`src/rtl/divider_multi.sv`:
```
// -----------------------------------------------------------------------------
// divider_multi
//
// CH-channel integer clock divider. Each channel divides clk by its own ratio
// R, produces a divided clock and a one-cycle clk-domain tick on every divided
// rising edge, and only adopts a new ratio at a period boundary, so no divided
// period is ever cut short. A global sync restarts all enabled divided
// channels so that channels with equal ratios produce identical waveforms.
//
// Modes per channel (R = ratio currently in force):
//   R = 0 or 1 : bypass, clk_out = clk gated by ch_en, tick = ch_en
//   R >= 2     : divided, low for ceil(R/2) cycles then high for floor(R/2)
//
// Optional build macro:
//   DIVIDER_MULTI_HALF_CYCLE_EN - adds a falling-edge flop per channel so odd
//   ratios (R >= 3) get an exact 50% duty cycle. Rising edges, and therefore
//   tick alignment, do not move.
//
// Ports:
//   clk        in   source clock (only clock)
//   rst        in   synchronous active-high reset
//   div_in     in   CH*CW requested ratio, channel i at [i*CW +: CW]
//   ch_en      in   CH    channel enable
//   sync       in   single-cycle restart of all enabled divided channels
//   clk_out    out  CH    divided clock per channel
//   tick       out  CH    one-cycle pulse, high in the first cycle clk_out is high
//   ratio_act  out  CH*CW ratio currently in force per channel
// -----------------------------------------------------------------------------
module divider_multi #(
    parameter int unsigned CH = 4,
    parameter int unsigned CW = 8
) (
    input  logic              clk,
    input  logic              rst,
    input  logic [CH*CW-1:0]  div_in,
    input  logic [CH-1:0]     ch_en,
    input  logic              sync,
    output logic [CH-1:0]     clk_out,
    output logic [CH-1:0]     tick,
    output logic [CH*CW-1:0]  ratio_act
);

    // Per-channel state
    logic [CW-1:0] ratio_r [CH];
    logic [CW-1:0] cnt_r   [CH];
    logic [CH-1:0] out_p;
    logic [CH-1:0] tick_r;

    // Per-channel decode of the ratio in force
    logic [CW-1:0] cnt_nxt [CH];
    logic [CW-1:0] low_len [CH];   // L = ceil(R/2)
    logic [CH-1:0] bypass;
    logic [CH-1:0] period_end;
    logic [CH-1:0] restart;
    logic [CH-1:0] div_clk;        // divided clock before bypass/enable gating

    always_comb begin
        for (int unsigned i = 0; i < CH; i++) begin
            bypass[i]     = (ratio_r[i] < CW'(2));
            period_end[i] = (cnt_r[i] == ratio_r[i] - CW'(1));
            // Computed as floor(R/2) + lsb so R = 2^CW-1 cannot overflow.
            low_len[i]    = (ratio_r[i] >> 1) + {{(CW-1){1'b0}}, ratio_r[i][0]};
            cnt_nxt[i]    = period_end[i] ? '0 : cnt_r[i] + CW'(1);
            // Disabled, bypass and sync all collapse to the same action:
            // clear the counter and output, and load a fresh ratio.
            restart[i]    = !ch_en[i] || bypass[i] || sync;
            ratio_act[i*CW +: CW] = ratio_r[i];
        end
    end

    always_ff @(posedge clk) begin
        if (rst) begin
            for (int unsigned i = 0; i < CH; i++) begin
                ratio_r[i] <= '0;
                cnt_r[i]   <= '0;
            end
            out_p  <= '0;
            tick_r <= '0;
        end else begin
            for (int unsigned i = 0; i < CH; i++) begin
                if (restart[i]) begin
                    cnt_r[i]   <= '0;
                    out_p[i]   <= 1'b0;
                    tick_r[i]  <= 1'b0;
                    ratio_r[i] <= div_in[i*CW +: CW];
                end else begin
                    cnt_r[i]  <= cnt_nxt[i];
                    // Registered from the next count so out_p tracks cnt >= L
                    // and tick marks the cycle with cnt == L.
                    out_p[i]  <= (cnt_nxt[i] >= low_len[i]);
                    tick_r[i] <= (cnt_nxt[i] == low_len[i]);
                    if (period_end[i]) begin
                        ratio_r[i] <= div_in[i*CW +: CW];
                    end
                end
            end
        end
    end

`ifdef DIVIDER_MULTI_HALF_CYCLE_EN
    // Falling-edge copy of out_p stretches the high phase by half a cycle.
    logic [CH-1:0] out_n;

    always_ff @(negedge clk) begin
        if (rst) begin
            out_n <= '0;
        end else begin
            for (int unsigned i = 0; i < CH; i++) begin
                out_n[i] <= ch_en[i] ? out_p[i] : 1'b0;
            end
        end
    end

    always_comb begin
        for (int unsigned i = 0; i < CH; i++) begin
            // Odd and not bypass implies R >= 3.
            div_clk[i] = (ratio_r[i][0] && !bypass[i]) ? (out_p[i] | out_n[i])
                                                       : out_p[i];
        end
    end
`else
    always_comb begin
        div_clk = out_p;
    end
`endif

    // Output gating: reset and disable force both outputs low immediately;
    // bypass passes the source clock straight through.
    always_comb begin
        for (int unsigned i = 0; i < CH; i++) begin
            if (rst || !ch_en[i]) begin
                clk_out[i] = 1'b0;
                tick[i]    = 1'b0;
            end else if (bypass[i]) begin
                clk_out[i] = clk;
                tick[i]    = 1'b1;
            end else begin
                clk_out[i] = div_clk[i];
                tick[i]    = tick_r[i];
            end
        end
    end

endmodule
```
`config.mk`:
```
export PLATFORM = sky130hd
export DESIGN_NAME = divider_multi
export DESIGN_NICKNAME = d
export VERILOG_FILES = /design/src/rtl/divider_multi.sv
export SDC_FILE = /design/constraint.sdc
export NUM_CORES = 1
export LEC_CHECK = 0
export BUFFER_PORTS_ARGS = -buffer_cell sky130_fd_sc_hd__clkbuf_2
export CAP_MARGIN = 20
export CORE_MARGIN = 2
export CORE_UTILIZATION = 60
export CTS_CLUSTER_DIAMETER = 120
export DETAILED_ROUTE_END_ITERATION = 16
export PLACE_DENSITY = 0.83
export SETUP_SLACK_MARGIN = 0.4
export SYNTH_ARGS = -nofsm -noshare
export SYNTH_HDL_FRONTEND = slang
export SYNTH_SLANG_ARGS = --single-unit
```
`constraint.sdc`:
```
create_clock -name clk -period 4.97 [get_ports clk]
set_input_delay 0.994 -clock clk [delete_from_list [all_inputs] [get_ports clk]]
set_output_delay 0.994 -clock clk [all_outputs]
set_load 0.01 [all_outputs]
```
# == Yosys cells after proc, flatten, opt, wreduce, memory -nomap -nowiden ==
# Memories as Yosys holds them, arrays and structs flattened.
# Index checks and enable logic that the tools add are counted.
# Widths: inputs -> output; s select.
# word_totals
ff_bits,8
ram_bits,64
input_bits,39
out_inout_bits,40
word_cells,152
mem_count,2
# op_classes
addsub,12
order_cmp,8
eq_ne,8
n_mux,78
n_bitwise,16
reduce_logical,20
# mem_list
memory,depth,width,read_ports,rd_clocked_by_memory_dff,wr,line,rtl
cnt_r,4,8,4,0,4,45,logic [CW-1:0] cnt_r [CH];
ratio_r,4,8,4,0,4,44,logic [CW-1:0] ratio_r [CH];
# op_table
cell,count
$mux 8,20
$eq 8x8->1,8
$mux 1,58
$add 7x1->8,4
$add 8x1->8 const B,4
$ge 8x8->1,4
$lt 8x2->1 const B,4
$sub 8x1->8 const B,4
$or 1x1->1,16
$logic_or 1x1->1,12
$reduce_or 2->1,4
$logic_not 1->1,4

# == Logic depth before layout (Yosys ltp) ==
# depth
word_depth,8
mapped_depth,15
depth_no_buf,14

==> run_results.csv <==
group,metric,value,unit
synthesis,syn_inst,576,
detailed_routing,antenna_left,0,
final_layout,final_nets,764,
sta,report.final.hold_viol_count,0,
final_layout,syn_to_final_growth,14.20,%
synthesis,async_flop_share,0,%
synthesis,yosys.area.top_type,"edfxtp_1",
power_and_ir_drop,power_density,285.6,nW/um2
sta,rsz0062_at_grt,"false",
min_path,hold_class,"reg2reg",
cts,hold_buffers,0,
synthesis,synth_edf_count,64,
final_layout,diodes,0,
die,start_util,61.14,%
sta,finalHoldWorstSlack,0.7005,ns
die,die_y,100.3,um
worst_setup_path,startpoint_type,"clock port",
global_route,antenna_found_initial,0,
cts,post_cts_buffers,0,
detailed_routing,dr_total_vias,4475,
power_and_ir_drop,p_leak,2.742,nW
synthesis,netlist_area,5569,um2
run_status,status,"complete, no violations",
die,pin_count,79,
synthesis,yosys_warnings,0,
placed_design,numPortBuffers,78,
detailed_routing,avgViaCountPerCell,5.643,
detailed_routing,drtIter0Drc,236,
synthesis,yosysSeqAreaShare,37.38,%
final_layout,final_core_util,69.82,%
cts,clock_latency,0.45,ns
synthesis,synth-seq-cells,72,
sta,timing.slew.headroom,36.97,%
detailed_routing,wirelength,12340,um
worst_setup_path,cp_data_arrival_time,3.05,ns
detailed_routing,firstDrtPassIters,4,
global_route,grt_usage,26.40,%
sta,setup_violations,0,
sta,tns,0,ns
synthesis,synth_top_area_share,34.51,%
global_route,grt_max_degree,23,
sta,final_max_slew_viol_count,0,
synthesis,ys_dominant_reg_cell,"edfxtp_1",
global_route,grt_pass1_wl,20820,um
worst_setup_path,cp_max_fo,2,
flow_run,cap_viol_max_count,0,
worst_setup_path,crit_required,3.98,ns
synthesis,ys_types,54,
synthesis,synthTopCellsByArea,"edfxtp_1, ha_1, xor2_1",
detailed_routing,post_drt_wl_per_cell,15.56,um
cts,ctsResizeCount,0,
placed_design,gp_congestion,0.8931,
die,num_rows,35,
placed_design,dp_slack,1.220,ns
die,die_x,100.3,um
final_layout,fillers,721,
synthesis,yosysMostFrequentCell,"nor2_1",
die,die_area,10070,um2
sta,fin_ws,0.9308,ns
final_layout,layout-drive-gt1-share,16.42,%
die,coreArea,9109,um2
sta,finClkSkew,0.008372,ns
synthesis,synthTopCellsByCount,"nor2_1, edfxtp_1, ha_1",
power_and_ir_drop,ir_drop,0.0001872,V
global_route,grt_pass1_vias,4505,
cts,path_clk_slew,0.07,ns
sta,tightest_slew,0.9383,ns
detailed_routing,drc,0,
global_route,grt_remaining_overflow,0,
cts,cts_tree,"yes",
worst_setup_path,cp-end-kind,"output port",
synthesis,syn_avg_cell_area,9.669,um2
worst_setup_path,critPathKind,"clk2out",
placed_design,dpl.hpwl,9198,um
critical path, stage by stage:
cell      delay [ns]
clkbuf_8        0.12
clkbuf_8        0.14
mux2i_1         0.13
nor2_1          0.05
clkbuf_2        0.12
area by class of cell:
cell class                      count  area, um2  share of cell area [%]
Sequential cell                    72       2082                   32.74
Inverter                           17      63.81                   1.003
Multi-Input combinational cell    495       3417                   53.73
Timing Repair Buffer               74      370.4                   5.823
Clock inverter                      4      67.56                   1.062
Tap cell                          111      138.9                   2.184
Clock buffer                       20      220.2                   3.463
registers in the layout (all words and copies together), names as in the netlist:
name     flops
tick_r       4
cnt_r       32
div_clk      4
ratio_r     32
cells in the final DEF, fill, tap and decap left out, types with 17 or more instances in the layout:
cell,instances
nand3_1,24
inv_1,17
xnor2_1,39
nand2b_1,17
ha_1,48
conb_1,32
nand2_1,24
a21oi_1,19
and2_1,22
nor2_1,80
xor2_1,46
nor3b_1,19
clkbuf_2,78
edfxtp_1,64
path summary, 6_finish.rpt:
check        cells past startpoint  slack [ns]                   endpoint                         from
max reg2reg                     14        1.63      div_clk[0]$_SDFF_PN0_  ratio_r[0][1]$_SDFFCE_PN0P_
min reg2reg                      1        0.70  cnt_r[3][0]$_SDFFCE_PN0P_    cnt_r[3][0]$_SDFFCE_PN0P_
min                              1        0.70  cnt_r[3][0]$_SDFFCE_PN0P_    cnt_r[3][0]$_SDFFCE_PN0P_
max                              5        0.93                 clk_out[0]                          clk
cell families (layout without fill, tap and decap cells):
logic type / count (synthesis) / after routing / synth area share (%)
AND/OR/NAND/NOR: 263 / 263 / 26.71
XOR/XNOR: 85 / 85 / 13.37
flip-flops: 72 / 72 / 37.38
AO/OA/AOI/OAI: 62 / 62 / 7.437
adder cells (fa/ha/maj): 48 / 48 / 10.78
buffers and inverters: 40 / 115 / 3.347
multiplexers: 5 / 5 / 0.8987
other: 1 / 32 / 0.06734
per-layer routing:
layer,vias up,GRT usage (%),part of all wire [%]
li1,2212,-,-
met1,2091,33.77,43
met2,147,43.16,49
met3,25,6.894,6.1
met4,0,9.800,1.9
met5,-,0,0
per-stage QoR:
| stage | std cells | instance area, um2 | total power, W |
|---|---|---|---|
| 2_1_floorplan | 607 | 5685 | 0.001089 |
| 3_3_place_gp | 773 | 6092 | 0.001181 |
| 3_5_place_dp | 773 | 6092 | 0.001201 |
| 4_1_cts | 793 | 6360 | 0.001826 |
| 5_1_grt | 793 | 6360 | 0.001918 |
| 6_report | 793 | 6360 | 0.001816 |
where the power goes:
part / switching (W) / total (W) / leakage, nW / internal, W
Clock: 0.000260 / 0.000631 / 0.167 / 0.000371
Sequential: 0.0000809 / 0.000785 / 0.758 / 0.000704
Combinational: 0.000211 / 0.000401 / 1.82 / 0.000190
(Power assumes the default switching activity.)
